==> src/rtl/regfile_wb_arbiter_pkg.sv <==
// Shared constants and grant encoding for the register-file write-back arbiter.
package regfile_wb_arbiter_pkg;

  localparam int unsigned DATA_W_DEF = 32;
  localparam int unsigned ADDR_W_DEF = 5;
  localparam int unsigned REG_ZERO   = 0;
  localparam int unsigned REG_RA     = 31;

  typedef enum logic [1:0] {
    GNT_NONE = 2'd0,
    GNT_LINK = 2'd1,
    GNT_ALU  = 2'd2,
    GNT_MEM  = 2'd3
  } grant_e;

endpackage

==> src/rtl/regfile_wb_arbiter_fifo.sv <==
// Small synchronous FIFO holding {addr,data} write-back entries for one source.
module wb_fifo #(
  parameter int unsigned W     = 37,
  parameter int unsigned DEPTH = 2
) (
  input  logic         clk_i,
  input  logic         rst_i,
  input  logic         push_i,
  input  logic [W-1:0] din_i,
  input  logic         pop_i,
  output logic [W-1:0] head_o,
  output logic         full_o,
  output logic         empty_o
);

  localparam int unsigned PW = $clog2(DEPTH);

  logic [W-1:0]  mem_q [DEPTH];
  logic [PW-1:0] wr_q;
  logic [PW-1:0] rd_q;
  logic [PW:0]   cnt_q;
  logic          push_ok;
  logic          pop_ok;

  assign full_o  = (cnt_q == (PW+1)'(DEPTH));
  assign empty_o = (cnt_q == '0);
  assign push_ok = push_i && !full_o;
  assign pop_ok  = pop_i && !empty_o;
  assign head_o  = mem_q[rd_q];

  // Storage array; contents are don't-care while empty, so no reset.
  always_ff @(posedge clk_i) begin
    if (push_ok) mem_q[wr_q] <= din_i;
  end

  // Pointers and occupancy; simultaneous push and pop leave the count unchanged.
  always_ff @(posedge clk_i) begin
    if (rst_i) begin
      wr_q  <= '0;
      rd_q  <= '0;
      cnt_q <= '0;
    end else begin
      if (push_ok) wr_q <= wr_q + 1'b1;
      if (pop_ok)  rd_q <= rd_q + 1'b1;
      case ({push_ok, pop_ok})
        2'b10:   cnt_q <= cnt_q + 1'b1;
        2'b01:   cnt_q <= cnt_q - 1'b1;
        default: cnt_q <= cnt_q;
      endcase
    end
  end

endmodule

==> src/rtl/regfile_wb_arbiter.sv <==
// Register-file write-port owner: buffers ALU/load results, takes JAL link writes,
// arbitrates one write per cycle and tracks outstanding destinations.
module regfile_wb_arbiter
  import regfile_wb_arbiter_pkg::*;
#(
  parameter int unsigned DATA_W     = DATA_W_DEF,
  parameter int unsigned ADDR_W     = ADDR_W_DEF,
  parameter int unsigned FIFO_DEPTH = 2
) (
  input  logic              CLK,
  input  logic              RST,
  input  logic              alu_valid,
  output logic              alu_ready,
  input  logic [ADDR_W-1:0] alu_addr,
  input  logic [DATA_W-1:0] alu_data,
  input  logic              mem_valid,
  output logic              mem_ready,
  input  logic [ADDR_W-1:0] mem_addr,
  input  logic [DATA_W-1:0] mem_data,
  input  logic              link_valid,
  input  logic [DATA_W-1:0] link_data,
  input  logic              issue_valid,
  input  logic [ADDR_W-1:0] issue_addr,
  output logic              WE3,
  output logic [ADDR_W-1:0] A3,
  output logic [DATA_W-1:0] WD3,
  output logic [31:0]       busy_mask
);

  localparam int unsigned EW = ADDR_W + DATA_W;

  logic [EW-1:0]     alu_head, mem_head;
  logic              alu_full, alu_empty, mem_full, mem_empty;
  logic              alu_pop, mem_pop;
  logic              link_pend_q;
  logic [DATA_W-1:0] link_data_q;
  grant_e            gnt, last_grant_q;
  logic [ADDR_W-1:0] sel_addr;
  logic [DATA_W-1:0] sel_data;
  logic              we_d;
  logic [31:0]       busy_d;

  assign alu_ready = !alu_full && !RST;
  assign mem_ready = !mem_full && !RST;

  wb_fifo #(.W(EW), .DEPTH(FIFO_DEPTH)) u_alu_fifo (
    .clk_i  (CLK),
    .rst_i  (RST),
    .push_i (alu_valid && alu_ready),
    .din_i  ({alu_addr, alu_data}),
    .pop_i  (alu_pop),
    .head_o (alu_head),
    .full_o (alu_full),
    .empty_o(alu_empty)
  );

  wb_fifo #(.W(EW), .DEPTH(FIFO_DEPTH)) u_mem_fifo (
    .clk_i  (CLK),
    .rst_i  (RST),
    .push_i (mem_valid && mem_ready),
    .din_i  ({mem_addr, mem_data}),
    .pop_i  (mem_pop),
    .head_o (mem_head),
    .full_o (mem_full),
    .empty_o(mem_empty)
  );

  // Grant select: pending link first, otherwise round-robin over non-empty heads.
  always_comb begin
    gnt      = GNT_NONE;
    sel_addr = '0;
    sel_data = '0;
    if (link_pend_q) begin
      gnt = GNT_LINK;
    end else if (!alu_empty && !mem_empty) begin
      gnt = (last_grant_q == GNT_ALU) ? GNT_MEM : GNT_ALU;
    end else if (!alu_empty) begin
      gnt = GNT_ALU;
    end else if (!mem_empty) begin
      gnt = GNT_MEM;
    end
    case (gnt)
      GNT_LINK: begin
        sel_addr = ADDR_W'(REG_RA);
        sel_data = link_data_q;
      end
      GNT_ALU:  {sel_addr, sel_data} = alu_head;
      GNT_MEM:  {sel_addr, sel_data} = mem_head;
      default: ;
    endcase
  end

  assign alu_pop = (gnt == GNT_ALU);
  assign mem_pop = (gnt == GNT_MEM);
  assign we_d    = (gnt != GNT_NONE) && (sel_addr != ADDR_W'(REG_ZERO));

  // Scoreboard next state: clear the committed destination, then let a new issue re-set it.
  always_comb begin
    busy_d = busy_mask;
    if (we_d) busy_d[sel_addr] = 1'b0;
    if (issue_valid && (issue_addr != ADDR_W'(REG_ZERO))) busy_d[issue_addr] = 1'b1;
  end

  // Link register: a fresh capture overrides the drain of the previous value.
  always_ff @(posedge CLK) begin
    if (RST) begin
      link_pend_q <= 1'b0;
      link_data_q <= '0;
    end else if (link_valid) begin
      link_pend_q <= 1'b1;
      link_data_q <= link_data;
    end else if (gnt == GNT_LINK) begin
      link_pend_q <= 1'b0;
    end
  end

  // Round-robin history; link grants leave it alone so ALU/MEM order resumes unchanged.
  always_ff @(posedge CLK) begin
    if (RST) begin
      last_grant_q <= GNT_MEM;
    end else if ((gnt == GNT_ALU) || (gnt == GNT_MEM)) begin
      last_grant_q <= gnt;
    end
  end

  // Registered write port; address/data hold when no write is issued.
  always_ff @(posedge CLK) begin
    if (RST) begin
      WE3 <= 1'b0;
      A3  <= '0;
      WD3 <= '0;
    end else begin
      WE3 <= we_d;
      if (we_d) begin
        A3  <= sel_addr;
        WD3 <= sel_data;
      end
    end
  end

  // Pending-write scoreboard register.
  always_ff @(posedge CLK) begin
    if (RST) busy_mask <= '0;
    else     busy_mask <= busy_d;
  end

endmodule

==> config.mk <==
export PLATFORM = sky130hd
export DESIGN_NAME = regfile_wb_arbiter
export DESIGN_NICKNAME = d
export VERILOG_FILES = /design/src/rtl/regfile_wb_arbiter_pkg.sv /design/src/rtl/regfile_wb_arbiter_fifo.sv /design/src/rtl/regfile_wb_arbiter.sv
export SDC_FILE = /design/constraint.sdc
export NUM_CORES = 1
export LEC_CHECK = 0
export CORE_UTILIZATION = 48
export DETAILED_ROUTE_END_ITERATION = 8
export GPL_TIMING_DRIVEN = 0
export PLACE_DENSITY = 0.77
export SYNTH_ARGS = -nofsm -noshare
export SYNTH_HDL_FRONTEND = slang
export SYNTH_SLANG_ARGS = --single-unit
==> constraint.sdc <==
create_clock -name CLK -period 3.16 [get_ports CLK]
set_clock_uncertainty 0.15 [all_clocks]
set_input_delay 0.632 -clock CLK [delete_from_list [all_inputs] [get_ports CLK]]
set_output_delay 0.632 -clock CLK [all_outputs]
set_load 0.02 [all_outputs]
* Word-level counts from Yosys, hierarchy flattened *
Memories as Yosys holds them, arrays and structs flattened. A register that Yosys moved wholly into a read port is not among the register bits.
Index checks and enable logic that the tools add are counted.

storage, ports and cells
  bits in registers = 113
  bits in writable memories = 148
  bits of input ports = 117
  output and inout bits = 72
  logic and storage cells = 92
  memories kept = 2

memory list
  name              depth  width  rd ports  clocked after Yosys merged registers in  write ports  line                           RTL
  u_alu_fifo.mem_q  2      37     1         1                                        1            regfile_wb_arbiter_fifo.sv:18  logic [W-1:0] mem_q [DEPTH];
  u_mem_fifo.mem_q  2      37     1         1                                        1            regfile_wb_arbiter_fifo.sv:18

operators by class
  add/subtract/negate cells = 8
  order comparisons = 4
  equal/unequal tests = 10
  muxes and demuxes = 25
  bitwise operators = 3
  reductions and logical operators = 27

operator list
  operator                                                                             count
  32-bit one-hot mux with 3 select lines                                               1
  32-bit 2-to-1 mux                                                                    2
  32-bit AND                                                                           1
  32-bit inverter                                                                      1
  32-bit OR                                                                            1
  5-bit one-hot mux with 3 select lines                                                1
  2-bit == test, second input constant                                                 7
  1-bit logical AND                                                                    13
  1-bit 2-to-1 mux                                                                     13
  5-bit by 6-bit less-than comparator with 1-bit output, second input constant         2
  1-bit demux with 5-bit select                                                        2
  5-bit by 1-bit greater-or-equal comparator with 1-bit output, second input constant  2
  5-bit nonzero test                                                                   2
  2-bit 2-to-1 mux                                                                     4
  2-bit one-hot mux with 2 select lines                                                2
  2-bit nonzero test                                                                   4
  2-bit by 1-bit == test with 1-bit output, second input constant                      3
  1-bit zero test                                                                      5
  1-bit adder, second input constant                                                   4
  2-bit by 1-bit adder with 2-bit output, second input constant                        2
  2-bit zero test                                                                      2
  2-bit by 1-bit subtractor with 2-bit output, second input constant                   2
  1-bit logical OR                                                                     1

* Logic depth before layout (Yosys ltp) *
Gate-level depths: netlist of run 1.

  depth in word-level cells = 16
  mapped depth = 10
  depth with buffers taken out = 8

* Modules after synthesis *
From an unflattened synthesis of run 1, not the netlist that was laid out.

unflattened totals
  cells, all modules = 802
  area, all modules = 10712.8 µm²

modules (own cells, without submodules)
  module              times used  cells an instance  area an instance (µm²)  seq. area each (µm²)
  wb_fifo             2           141                2882.8                  2322.2
  regfile_wb_arbiter  1           520                4947.2                  2102.0

* Worst setup path after synthesis of run 1 *
Ideal clock, no wire load.

  path kind = input to register
  start = input RST
  end = memory u_mem_fifo.mem_q[0][0], enable pin
  setup time = 431 ps
  data arrival time = 2977 ps
  required time = 2579 ps
  slack = -398 ps
  stages = 4
  path through = clkbuf_1 > a21oi_1 > nand2_1 > nor2_1

on the way
  cells in the longest elaborated chain, start to end = 6

RTL lines
  element                                 line                           RTL
  start, declared                         regfile_wb_arbiter.sv:11       input logic RST,
  1-bit zero test                         regfile_wb_arbiter.sv:44       assign mem_ready = !mem_full && !RST;
  1-bit logical AND                       regfile_wb_arbiter.sv:44
  named net mem_ready                     regfile_wb_arbiter.sv:17       output logic mem_ready,
  1-bit logical AND                       regfile_wb_arbiter.sv:60       .push_i (mem_valid && mem_ready),
  1-bit logical AND                       regfile_wb_arbiter_fifo.sv:27  assign push_ok = push_i && !full_o;
  1-bit 2-to-1 mux                        regfile_wb_arbiter_fifo.sv:33  if (push_ok) mem_q[wr_q] <= din_i;
  1-bit 2-to-1 mux (not written as such)  regfile_wb_arbiter_fifo.sv:33
  end, declared                           regfile_wb_arbiter_fifo.sv:18

The timed path passes the listed nets, and every way through them passes these cells.

* Final worst setup path of run 1 *
  start = register u_alu_fifo.cnt_q[0]
  end = register u_mem_fifo.cnt_q[1]

on the way
  cells in the longest elaborated chain, start to end = 9
  elaborated cells between the ends (all ways) = 12

RTL lines
  element                                                                      line                           RTL
  start, declared                                                              regfile_wb_arbiter_fifo.sv:21  logic [PW:0] cnt_q;
  start signal, assigned                                                       regfile_wb_arbiter_fifo.sv:46  2'b10: cnt_q <= cnt_q + 1'b1;
  start signal, assigned                                                       regfile_wb_arbiter_fifo.sv:47  2'b01: cnt_q <= cnt_q - 1'b1;
  start signal, assigned                                                       regfile_wb_arbiter_fifo.sv:48  default: cnt_q <= cnt_q;
  2-bit zero test *                                                            regfile_wb_arbiter_fifo.sv:26  assign empty_o = (cnt_q == '0);
  1-bit zero test                                                              regfile_wb_arbiter.sv:75       end else if (!alu_empty && !mem_empty) begin
  1-bit logical AND                                                            regfile_wb_arbiter.sv:75
  2-bit 2-to-1 mux *                                                           regfile_wb_arbiter.sv:75
  2-bit 2-to-1 mux *                                                           regfile_wb_arbiter.sv:73       if (link_pend_q) begin
  2-bit == test *                                                              regfile_wb_arbiter.sv:94       assign mem_pop = (gnt == GNT_MEM);
  1-bit logical AND *                                                          regfile_wb_arbiter_fifo.sv:28  assign pop_ok = pop_i && !empty_o;
  named net u_mem_fifo.pop_ok                                                  regfile_wb_arbiter_fifo.sv:23  logic pop_ok;
  2-bit by 1-bit == test with 1-bit output or 2-bit == test (tied branches)    regfile_wb_arbiter_fifo.sv:45  case ({push_ok, pop_ok})
  2-bit one-hot mux with 2 select lines or 2-bit nonzero test (tied branches)  n/a
  end signal, assigned                                                         regfile_wb_arbiter_fifo.sv:46
  end signal, assigned                                                         regfile_wb_arbiter_fifo.sv:47
  end signal, assigned                                                         regfile_wb_arbiter_fifo.sv:48
  end, declared                                                                regfile_wb_arbiter_fifo.sv:21

The timed path passes the listed nets; every way through them passes the cells marked *.
A chain may end at the register's enable or synchronous reset.

==> metrics.md, run 1 <==
| Metric | Value |
|---|---|
| Initial drt markers | `532` |
| Met2 WL | `13.38 mm` |
| Final Wtd Congestion | `0.9052` |
| Top Layer Used | `met5` |
| Clock sinks | `263` |
| Synth area leader | `edfxtp_1` |
| Pwr dens | `831.9 nW/µm²` |
| First-pass DRT Iterations | `9` |
| Worst path required time | `3.46 ns` |
| Max-Cap Viols | `0` |
| Avg Inst Size Synth | `13.58 µm²` |
| Synth top area share | `0.4136` |
| Slew Limit Fails | `0` |
| Number of CTS-inserted buffers | `27` |
| Syn. warnings | `0` |
| Yosys cell types | `60` |
| Share of layout cells above drive strength 1 | `0.1574` |
| Critical path class | `flop to flop` |
| Vias/cell | `5.773` |
| Crit-path max FO | `10` |
| Cell Area, Synth | `10740 µm²` |
| I/O pin count | `189` |
| P&R area growth vs syn | `29.49%` |
| First-pass GRT wire length | `42.27 mm` |
| Synth Register Bits | `263` |
| Worst skew pair latency | `0.53 ns` |
| CP Launch Type | `flop` |
| Port Buf Inserts | `185` |
| Reg clk slew, reported paths | `0.06 ns` |
| Dpl cell area | `13060 µm²` |
| WL per Instance | `20.90 µm` |
| Setup WS post-layout | `0.1625 ns` |
| EDFF count, synth | `148` |
| Root buffer cell | `clkbuf_16` |
| Post-Syn Instances | `791` |
| Setup bufs post-CTS | `0` |
| GRT overflow | `0` |
| Worst Path Arrival | `3.30 ns` |
| DR vias | `7562` |
| Setup-failing EPs final | `0` |
| Final #Nets | `1128` |
| HPWL after detailed placement | `19.57 mm` |
| Number of global-route vias before repair | `7805` |
| Final design area excluding fillers | `13910 µm²` |
| Tot GR Track Use | `0.2426` |
| DIE HEIGHT | `151.6 µm` |
| Most area-consuming cells after synthesis | `edfxtp_1 41%, dfxtp_1 21%, mux2_2 6.9%, mux2_4 4.1%, mux2i_1 3.6%` |
| Tcrit/Tclk final | `0.9486` |
| Placed instance count | `1260` |
| Hold path depth | `1` |
| Routed met1 length | `10.91 mm` |
| Initial antenna violation count | `1` |
| Outcome | `complete, no violations` |
| Worst Setup End Kind | `flop` |
| Cells on worst reg2reg path | `9` |
| Peak Freq | `333.6 MHz` |
| Routed Antenna Nets | `0` |
| DRC | `0` |
| Final core occ | `0.6355` |
| Chip Width | `151.6 µm` |
| Seq/Total Area, Yosys | `0.6279` |
| Async SR Flop Fraction | `0` |
| Relative slew margins | `0.3125` |
| Slew @ Worst Pin | `1.028 ns` |
| Unrepaired setup endpoints after global routing | `false` |
| Drt total wl | `27.38 mm` |
| Max Root-Sink Buffers | `3` |
| Final non-filler cell total | `1310` |
| HP Class | `flop to flop` |
| Final hold viol count | `0` |
| Placeable Area | `21890 µm²` |
| Ys flop type | `edfxtp_1` |
| Placement Setup Slack | `-0.1462 ns` |
| Peak VDD IR | `0.4763 mV` |
| WL met3 | `2.411 mm` |
| Leakage | `4.841 nW` |
| Fin crit period | `2.997 ns` |
| Starting density of the core | `0.4908` |
| Die ar. | `22990 µm²` |
| Net count after synthesis | `910` |
| H-tree depth | `1` |
| CTS Hold Bufs | `0` |
| Largest net degree at the start of global routing | `28` |
| CTS tree | `yes` |
| Row count | `54` |
## per-layer routing
layer,track usage,up-vias
li1,-,3463
met3,0.06257,63
met5,0,-
met4,0.08564,2
met1,0.2960,3718
met2,0.4148,316
## layout make-up
type,instances,area (µm²)
clock buffer,42,752.0
tap,280,350.3
clock inverter,7,83.83
inverter,16,60.06
sequential,263,6746
fill,1644,7979
multi-input combinational,459,3691
timing repair buffer,189,1947
antenna,1,2.502
buffer,53,279.0
## cells in the mapped netlist (7+ instances only)
library cell	number
a21oi_1	14
edfxtp_1	148
mux2_4	29
mux2_2	66
inv_1	13
nor2b_1	37
dfxtp_1	115
o21ai_0	14
clkbuf_1	34
mux2i_1	39
o32ai_1	11
a222oi_1	32
nand2_1	14
a32o_1	7
nor4_1	11
buf_1	9
nor3_1	8
nor2_1	86
## registers in the layout, summed over array words and instances (netlist names), named ones only
register / count
last_grant_q: 2
WE3: 1
u_mem_fifo.cnt_q: 2
u_alu_fifo.cnt_q: 2
u_mem_fifo.mem_q: 74
link_pend_q: 1
link_data_q: 32
u_alu_fifo.wr_q: 1
busy_mask: 32
u_alu_fifo.rd_q: 1
A3: 5
u_alu_fifo.mem_q: 74
u_mem_fifo.wr_q: 1
u_mem_fifo.rd_q: 1
WD3: 32
## power breakdown
part | total [mW] | switching (mW) | internal [mW]
clock | 3.04 | 1.25 | 1.79
sequential | 4.28 | 0.217 | 4.06
combinational | 4.25 | 2.30 | 1.95
total | 11.6 | 3.77 | 7.81
## final timing paths
check	startpoint	endpoint	slack, ns
worst max register to register	u_alu_fifo.cnt_q[0]$_SDFFE_PP0P_	u_mem_fifo.cnt_q[1]$_SDFFE_PP0P_	0.16
worst min-delay path	busy_mask[0]$_SDFF_PP0_	busy_mask[0]$_SDFF_PP0_	0.32
worst max-delay path	u_alu_fifo.cnt_q[0]$_SDFFE_PP0P_	u_mem_fifo.cnt_q[1]$_SDFFE_PP0P_	0.16
worst min register to register	busy_mask[0]$_SDFF_PP0_	busy_mask[0]$_SDFF_PP0_	0.32
## placed cells by master (no fill, tap or decap), drive strengths merged, types with 6 or more instances in the layout
master	instances
a21oi	14
a222oi	32
a32o	7
buf	23
clkbuf	76
clkdlybuf4s50	185
clkinv	7
dfxtp	115
edfxtp	148
inv	14
mux2	100
mux2i	39
nand2	14
nand3	6
nor2	87
nor2b	37
nor3	8
nor4	12
o21ai	14
o311ai	7
o32ai	11
or2	6
or3	6
## worst max-delay path, cell delays in order, from the launching register on
cell      delay (ns)
dfxtp_1         0.38
or2_1           0.24
buf_2           0.16
a21oi_1         0.29
nand2_1         0.15
clkinv_1        0.18
clkbuf_1        0.50
ha_1            0.37
or3_1           0.37
a21oi_1         0.14
## metrics by stage
step                      hold WS [ns]  TNS (ns)  power, mW
final                           0.3203         0      11.57
after global routing            0.3453         0      12.08
after CTS                       0.3233         0      11.56
after detailed placement        0.3121    -3.896      8.516
after global placement          0.3006    -57.57      8.423
after floorplan                 0.2887         0      7.152
## timing repair
| item | 4_1_cts | 5_1_grt |
|---|---|---|
| setup endpoints to repair | 34 | 11 |
| endpoints found under the hold margin | 0 | 0 |
| pin swaps | 0 | 0 |
| resized for setup | 1 | 2 |
| gates cloned | 0 | 0 |
## kinds of logic (layout without fill, tap and decap cells)
logic type,count (synthesis),after routing,synth area share
adder cells (fa/ha/maj),2,2,0.002329
AO/OA/AOI/OAI,114,114,0.08874
multiplexers,139,139,0.1513
buffers and inverters,69,307,0.03156
flip-flops,263,263,0.6279
XOR/XNOR,8,8,0.006521
other,0,1,0
AND/OR/NAND/NOR,196,196,0.09165
No activity file was read; power rests on OpenSTA's default activity.
==> run 2, diff against run 1 <==
==> constraint.sdc (replaced) <==
create_clock -name CLK -period 3.16 [get_ports CLK]
set_clock_uncertainty 0.15 [all_clocks]
set_input_delay 0.316 -clock CLK [delete_from_list [all_inputs] [get_ports CLK]]
set_output_delay 0.316 -clock CLK [all_outputs]
set_load 0.02 [all_outputs]
==> results of run 2 <==
Same layout as run 1 (identical final DEF). Status: complete, no violations.
Main changes from that run: hold slack 0.3203 ns -> 0.07358 ns; end point of the worst hold path busy_mask[0]$_SDFF_PP0_ -> busy_mask[12]$_SDFF_PP0_
